### config.mk
export PLATFORM = sky130hd
export DESIGN_NAME = prog_loader
export DESIGN_NICKNAME = d
export VERILOG_FILES = /design/src/rtl/prog_loader.sv
export SDC_FILE = /design/constraint.sdc
export NUM_CORES = 1
export LEC_CHECK = 0
export CORE_MARGIN = 5
export CORE_UTILIZATION = 50
export CTS_CLUSTER_DIAMETER = 60
export DETAILED_ROUTE_END_ITERATION = 8
export GPL_TIMING_DRIVEN = 0
export PLACE_DENSITY = 0.87
export RECOVER_POWER = 100
export SETUP_SLACK_MARGIN = 0.5
export SLEW_MARGIN = 0
export SYNTH_ARGS = -nofsm -noshare
export SYNTH_HDL_FRONTEND = slang
export SYNTH_SLANG_ARGS = --single-unit
### constraint.sdc
create_clock -name clk -period 1.85 [get_ports clk]
set_input_delay 0.185 -clock clk [delete_from_list [all_inputs] [get_ports clk]]
set_output_delay 0.185 -clock clk [all_outputs]
set_load 0.01 [all_outputs]
### src/rtl/prog_loader.sv
// Streams a length-prefixed program image into the CPU instruction ROM and
// releases the CPU from reset only after the whole image and checksum are good.
module prog_loader #(
  parameter bit CSUM_EN = 1'b1
) (
  input  logic        clk,
  input  logic        nreset,
  input  logic        i_start,
  input  logic [7:0]  i_byte,
  input  logic        i_valid,
  output logic        o_ready,
  output logic        o_rom_we,
  output logic [7:0]  o_rom_addr,
  output logic [14:0] o_rom_data,
  output logic        o_cpu_nreset,
  output logic        o_busy,
  output logic        o_done,
  output logic        o_err
);

  typedef enum logic [2:0] {
    S_IDLE,
    S_LEN,
    S_HI,
    S_LO,
    S_CSUM,
    S_DONE,
    S_ERR
  } state_t;

  state_t      r_state;
  state_t      w_nextState;

  logic [7:0]  r_len;
  logic [8:0]  r_wordCnt;
  logic [7:0]  r_addr;
  logic [7:0]  r_sum;
  logic [6:0]  r_hi;
  logic        r_romWe;
  logic [7:0]  r_romAddr;
  logic [14:0] r_romData;

  logic        w_accept;
  logic [8:0]  w_total;
  logic        w_lastWord;
  logic        w_csumOk;

  assign w_accept   = i_valid && o_ready;
  // A length byte of zero stands for a full 256-word image.
  assign w_total    = (r_len == 8'd0) ? 9'd256 : {1'b0, r_len};
  assign w_lastWord = ((r_wordCnt + 9'd1) == w_total);
  assign w_csumOk   = (CSUM_EN == 1'b0) || (i_byte == r_sum);

  always_ff @(posedge clk) begin
    if (!nreset) begin
      r_state <= S_IDLE;
    end else begin
      r_state <= w_nextState;
    end
  end

  always_comb begin
    w_nextState = r_state;
    case (r_state)
      S_IDLE, S_DONE, S_ERR: begin
        if (i_start) w_nextState = S_LEN;
      end
      S_LEN: begin
        if (w_accept) w_nextState = S_HI;
      end
      S_HI: begin
        if (w_accept) w_nextState = i_byte[7] ? S_ERR : S_LO;
      end
      S_LO: begin
        if (w_accept) w_nextState = w_lastWord ? S_CSUM : S_HI;
      end
      S_CSUM: begin
        if (w_accept) w_nextState = w_csumOk ? S_DONE : S_ERR;
      end
      default: w_nextState = S_IDLE;
    endcase
  end

  always_comb begin
    o_ready      = 1'b0;
    o_busy       = 1'b0;
    o_done       = 1'b0;
    o_err        = 1'b0;
    o_cpu_nreset = 1'b0;
    case (r_state)
      S_LEN, S_HI, S_LO, S_CSUM: begin
        o_ready = 1'b1;
        o_busy  = 1'b1;
      end
      S_DONE: begin
        o_done       = 1'b1;
        o_cpu_nreset = 1'b1;
      end
      S_ERR: begin
        o_err = 1'b1;
      end
      default: ;
    endcase
  end

  // The ROM strobe is registered off the LO byte, so a reset on that same
  // edge wins and the write never appears.
  always_ff @(posedge clk) begin
    if (!nreset) begin
      r_len     <= 8'd0;
      r_wordCnt <= 9'd0;
      r_addr    <= 8'd0;
      r_sum     <= 8'd0;
      r_hi      <= 7'd0;
      r_romWe   <= 1'b0;
      r_romAddr <= 8'd0;
      r_romData <= 15'd0;
    end else begin
      r_romWe <= 1'b0;
      case (r_state)
        S_IDLE, S_DONE, S_ERR: begin
          if (i_start) begin
            r_len     <= 8'd0;
            r_wordCnt <= 9'd0;
            r_addr    <= 8'd0;
            r_sum     <= 8'd0;
          end
        end
        S_LEN: begin
          if (w_accept) begin
            r_len <= i_byte;
            r_sum <= r_sum + i_byte;
          end
        end
        S_HI: begin
          if (w_accept && !i_byte[7]) begin
            r_hi  <= i_byte[6:0];
            r_sum <= r_sum + i_byte;
          end
        end
        S_LO: begin
          if (w_accept) begin
            r_sum     <= r_sum + i_byte;
            r_romWe   <= 1'b1;
            r_romAddr <= r_addr;
            r_romData <= {r_hi, i_byte};
            r_addr    <= r_addr + 8'd1;
            r_wordCnt <= r_wordCnt + 9'd1;
          end
        end
        default: ;
      endcase
    end
  end

  assign o_rom_we   = r_romWe;
  assign o_rom_addr = r_romAddr;
  assign o_rom_data = r_romData;

endmodule

# Word-level counts from Yosys, hierarchy flattened
# Cells that the tools add are included.
[totals]
reg_bits = 67
in_bits = 12
[op_classes]
add_sub_neg = 3
eq_ne = 15
mux = 25
n_reduce_logical = 18
[op_table]
columns = ["operator", "count"]
rows = [
  ["two-way mux 8 bit", 5],
  ["one-hot mux 8 bit (2 select lines)", 2],
  ["two-way mux 9 bit", 3],
  ["one-hot mux 8 bit (3 select lines)", 1],
  ["two-way mux 3 bit", 7],
  ["one-hot mux 9 bit (2 select lines)", 1],
  ["one-hot mux 3 bit (5 select lines)", 1],
  ["!= test 2 bit, second input constant", 6],
  ["adder 9 x 1 -> 9 bit, second input constant", 1],
  ["== test 3 bit, second input constant", 3],
  ["== test 9 bit", 1],
  ["adder 8 x 1 -> 8 bit, second input constant", 1],
  ["adder 8 bit", 1],
  ["== test 8 bit", 1],
  ["zero test 8 bit", 1],
  ["== test 3 x 2 -> 1 bit, second input constant", 2],
  ["AND reduction 2 bit", 3],
  ["AND reduction 3 bit", 2],
  ["AND reduction 5 bit", 1],
  ["two-way mux 1 bit", 4],
  ["AND reduction 4 bit", 1],
  ["nonzero test 2 bit", 2],
  ["OR reduction 4 bit", 1],
  ["== test 3 x 1 -> 1 bit, second input constant", 1],
  ["other kinds (8)", 9],
]

# Longest topological paths before layout
[depth]
word_depth = 7
depth_mapped = 8

# Least setup slack after synthesis
# No wires, ideal clock.
[synth_timing]
path_type = "register to register"
start = "register r_sum[5]"
end = "register r_state[1]"
arrival_time_ns = 1.682
t_required_ns = 1.723
slack_ns = 0.041
stages_incl_launch_ff = 7
n_path_buf = 0
period_less_slack_ns = 1.809
path_cell_list = "dfxtp_1 ha_1 or4_4 o31ai_1 a221o_1 a2111o_1 a31oi_1"
[synth_between]
elab_chain_len = 4
[synth_lines]
columns = ["element", "line_no", "rtl"]
rows = [
  ["from (decl)", "37", "logic [7:0] r_sum;"],
  ["from (signal assigned)", "132", "r_sum <= r_sum + i_byte;"],
  ["from (signal assigned)", "138", "r_sum <= r_sum + i_byte;"],
  ["from (signal assigned)", "143", "r_sum <= r_sum + i_byte;"],
  ["== test 8 bit", "52", "assign w_csumOk = (CSUM_EN == 1'b0) || (i_byte == r_sum);"],
  ["two-way mux 2 bit", "78", "if (w_accept) w_nextState = w_csumOk ? S_DONE : S_ERR;"],
  ["two-way mux 3 bit", "78", ""],
  ["one-hot mux 3 bit (5 select lines)", "64", "case (r_state)"],
  ["to (signal assigned)", "58", "r_state <= w_nextState;"],
  ["to (decl)", "31", "state_t r_state;"],
]
# Every way passes these cells. The select of a mux whose other input is x is not followed.
# A chain may end at the register's enable or synchronous reset.

# Worst setup path in the final report
[layout_timing]
start = "register r_wordCnt[2]"
end = "register r_state[1]"
[layout_between]
elab_chain_len = 5
[layout_lines]
columns = ["element", "line_no", "rtl"]
rows = [
  ["from (decl)", "35", "logic [8:0] r_wordCnt;"],
  ["from (signal assigned)", "148", "r_wordCnt <= r_wordCnt + 9'd1;"],
  ["adder 9 x 1 -> 9 bit", "51", "assign w_lastWord = ((r_wordCnt + 9'd1) == w_total);"],
  ["== test 9 bit", "51", ""],
  ["two-way mux 3 bit (2 in series)", "75", "if (w_accept) w_nextState = w_lastWord ? S_CSUM : S_HI;"],
  ["one-hot mux 3 bit (5 select lines)", "64", ""],
]
# Every way passes these cells. The select of a mux whose other input is x is not followed.

==> metrics.md <==
| Metric | Value |
|---|---|
| Crit path depth | `6` |
| Multi-input gate area in the final layout | `2680 µm²` |
| Die Height | `92.1 µm` |
| Clk Tree Root Cell | `clkbuf_8` |
| MaxCap Viol Count | `0` |
| Most common cell after layout, fill and taps aside | `dfxtp_1` |
| Number of antenna diodes | `0` |
| Num Clock Sinks | `67` |
| Wire length after detailed routing | `17.6 mm` |
| Netlist area before placement | `3370 µm²` |
| Minimum clock period | `2060 ps` |
| FF-to-FF Start | `r_wordCnt[2]$_SDFFE_PN0P_` |
| Via-per-instance ratio | `7.17` |
| Total GRT Usage | `31.9%` |
| Cell class contributing the biggest share of worst-path delay | `simple AND/OR/NAND/NOR gates` |
| Count of pins over their slew limit | `0` |
| Setup CP Type | `register to register` |
| Placed wire-length estimate after detailed placement | `6.20 mm` |
| Data arrival at the endpoint of the critical path | `2310 ps` |
| Average instance area after synthesis | `8.14 µm²` |
| RSZ-0062 raised after global routing | `true` |
| Largest net degree at the start of global routing | `13` |
| Number of iterations in the first detailed-routing pass | `7` |
| Slowest-stage cell, CP | `nor4_2` |
| Worst-path fanout max | `9` |
| Buffer and inverter count on the worst path | `1` |
| Run status | `complete, but fails checks` |
| Maximum count of clock buffers along a single path | `2` |
| Number of nets at the end of the flow | `547` |
| Ratio of cells with drive above 1 in the final layout | `50.0%` |
| Share of synthesized area occupied by flip-flops and latches | `39.8%` |
| Critical Path End | `r_state[1]$_SDFFE_PN0P_` |
| Setup crit start kind | `register` |
| Worst supply voltage drop on vdd | `537 µV` |
| Total number of yosys warnings | `0` |
| Clock latency on the worst-skew pair | `370 ps` |
| Global-route wire length before repair | `21.0 mm` |
| Syn nets | `436` |
| Worst max-slew margin expressed relative to the limit | `41.7%` |
| Count of H-tree levels built during CTS | `3` |
| Failing checks | `setup timing` |
| Launch point of the worst path | `r_wordCnt[2]$_SDFFE_PN0P_` |
| Worst Tran Pin Value | `875 ps` |
| DR DRC count | `0` |
| Post-route setup TNS | `-1600 ps` |
| Maximum operating frequency | `0.485 GHz` |
| TritonCTS Buffers | `9` |
| Average wire per standard cell | `28.9 µm` |
| IO Port Bufs | `40` |
| Clock tree from TritonCTS | `yes` |
| Top library cells by usage in the layout, fill and taps aside | `51 x dfxtp_1, 32 x dlygate4sd2_1, 31 x nor2_1` |
| Final setup violation count | `28` |
| Most used flip-flop cell after synthesis | `dfxtp_1` |
| FF/Latch Area | `1370 µm²` |
| Leak | `2.45 nW` |
| Capturing point of the worst reg2reg path | `r_state[1]$_SDFFE_PN0P_` |
| Boundary pin count | `41` |
| Number of antenna violations at the first check in global routing | `0` |
| Number of cell instances on the worst register-to-register path | `6` |
| Initial standard-cell utilization of the core | `50.4%` |
| Critical Path End Type | `register` |
| Post-Layout Cell Count | `610` |
| Floorplan core area | `6680 µm²` |
| Number of routed nets with antenna violations | `0` |
| Synthesized instance count | `414` |
| Width of the die | `92.1 µm` |
| GP Congestion | `0.910` |
| Post-synthesis sequential element count | `67` |
| Count of vias placed by the detailed router | `4374` |
| Number of library cell types mapped by synthesis | `55` |
| Aggregate global routing overflow | `0` |
| Synthesis-to-layout area growth | `71.6%` |
| Fill cell total of the finished layout | `239` |
| Worst-path cell chain | `clkbuf_2 -> nand3_1 -> nor2_1 -> a21boi_2 -> nor4_2 -> a31oi_1` |
| Die area | `8480 µm²` |
| Final worst slack | `-213 ps` |
| Endpoints failing hold | `0` |
| Rows | `30` |
| Reg clk slew, reported paths | `90 ps` |
| Fin crit share | `112%` |
| Utilization of the core after routing | `86.6%` |
| Post-placement cell count | `534` |
| Number of global-route vias before repair | `4013` |
| Reg-to-reg setup timing slack | `-210 ps` |
| Power per Cell Area | `813 nW/µm²` |
| Highest cell delay on the worst timing path | `370 ps` |
| Worst min-delay path category | `input pin to register` |
| WP data required | `2100 ps` |
| Count of flip-flops with a built-in enable after synthesis | `0` |
| Largest clock skew in the final design | `13.4 ps` |
| DRT iter0 DRCs | `745` |
| Worst hold slack | `307 ps` |
| Ys async rst share | `0%` |
state kept, by name, summed over array words and instances, names as in the netlist, 3 cells and up:
name and flops:
r_addr 8, r_hi 7, r_len 8, r_state 3
r_sum 8, o_rom_data 15, r_wordCnt 9, o_rom_addr 8
worst min-delay path, delay by kind of cell:
kind	cells	cell delay, ps
AOI/OAI and AO/OA	1	40
and+or+nand+nor	1	90
buffers and inverters	1	320
area by class of cell:
| cell class | count | share of cell area [%] |
|---|---|---|
| multi-input combinational | 311 | 46.3 |
| sequential | 67 | 23.7 |
| timing repair buffer | 100 | 18.0 |
| buffer | 29 | 6.32 |
| clock buffer | 10 | 2.21 |
| tap | 80 | 1.73 |
| clock inverter | 6 | 1.13 |
| inverter | 7 | 0.606 |
report_power, final:
part | internal (mW) | switching [mW] | leakage (nW)
registers | 1.51 | 0.0914 | 0.550
clock network | 0.627 | 0.694 | 0.0966
logic | 0.835 | 0.941 | 1.80
total | 2.97 | 1.73 | 2.45
how the worst min path moves through the flow:
| stage | start | end | depth (start not counted) |
|---|---|---|---|
| floorplan | i_byte[0] | o_rom_data[0]$_SDFFE_PN0P_ | 2 |
| global placement | r_hi[2]$_SDFFE_PN0P_ | o_rom_data[10]$_SDFFE_PN0P_ | 2 |
| detailed placement | o_rom_addr[1]$_SDFFE_PN0P_ | o_rom_addr[1]$_SDFFE_PN0P_ | 2 |
| CTS | i_byte[2] | o_rom_data[2]$_SDFFE_PN0P_ | 3 |
| global route | i_byte[2] | o_rom_data[2]$_SDFFE_PN0P_ | 3 |
| finish | i_byte[2] | o_rom_data[2]$_SDFFE_PN0P_ | 3 |
cells in the mapped netlist (3+ instances only):
master / instances / share of area [%]
o31ai_1: 3 / 0.67
a22oi_1: 15 / 3.3
nand3b_1: 3 / 0.67
nand2_1: 60 / 6.7
mux2i_1: 8 / 2.4
a21oi_1: 49 / 7.3
buf_2: 6 / 0.89
nor2_1: 39 / 4.3
a31oi_1: 3 / 0.56
o211ai_1: 3 / 0.67
nor4_1: 3 / 0.56
buf_4: 3 / 0.67
inv_1: 5 / 0.56
dfxtp_1: 67 / 40
nand3_1: 16 / 2.4
or4_1: 3 / 0.67
o2111ai_1: 3 / 0.78
ha_1: 9 / 3.3
nor3_2: 3 / 0.89
nor2b_1: 3 / 0.56
xor2_1: 9 / 2.3
nor3_1: 8 / 1.2
buf_6: 3 / 1.0
xnor2_1: 11 / 2.9
o21ai_0: 17 / 2.5
clkbuf_1: 16 / 1.8
and3_1: 4 / 0.74
or3_1: 10 / 1.9
layer usage:
metal | up-vias | GRT usage, % | wire length (µm)
met5 | - | 0 | 0
met4 | 0 | 23.3 | 1430
met3 | 164 | 7.47 | 2120
met2 | 485 | 52.9 | 7960
met1 | 2034 | 35.5 | 6090
li1 | 1691 | - | -
cell families after synthesis:
kind of cell	count (synthesis)	synth area share (%)
multiplexers	8	2.38
adder cells (fa/ha/maj)	10	3.93
flip-flops	67	39.8
XOR/XNOR	20	5.20
AND/OR/NAND/NOR	163	23.5
buffers and inverters	36	5.23
AO/OA/AOI/OAI	110	20.0
what timing repair did:
action | in CTS | in global routing
endpoints found under the setup margin | 96 | 72
gates cloned | 5 | 0
resized for setup | 189 | 118
hold buffers | 0 | 0
pin swaps | 89 | 60
setup buffers | 41 | 14
metrics by stage:
stage	instance area [µm²]	power [mW]	setup WS, ps
3_3_place_gp	4050	2.52	-632
4_1_cts	5250	4.18	13.1
2_1_floorplan	3550	2.29	109
5_1_grt	5780	4.78	-275
6_report	5780	4.70	-213
3_5_place_dp	4050	2.54	-670
Note: power is estimated with default switching activity, not from simulation.
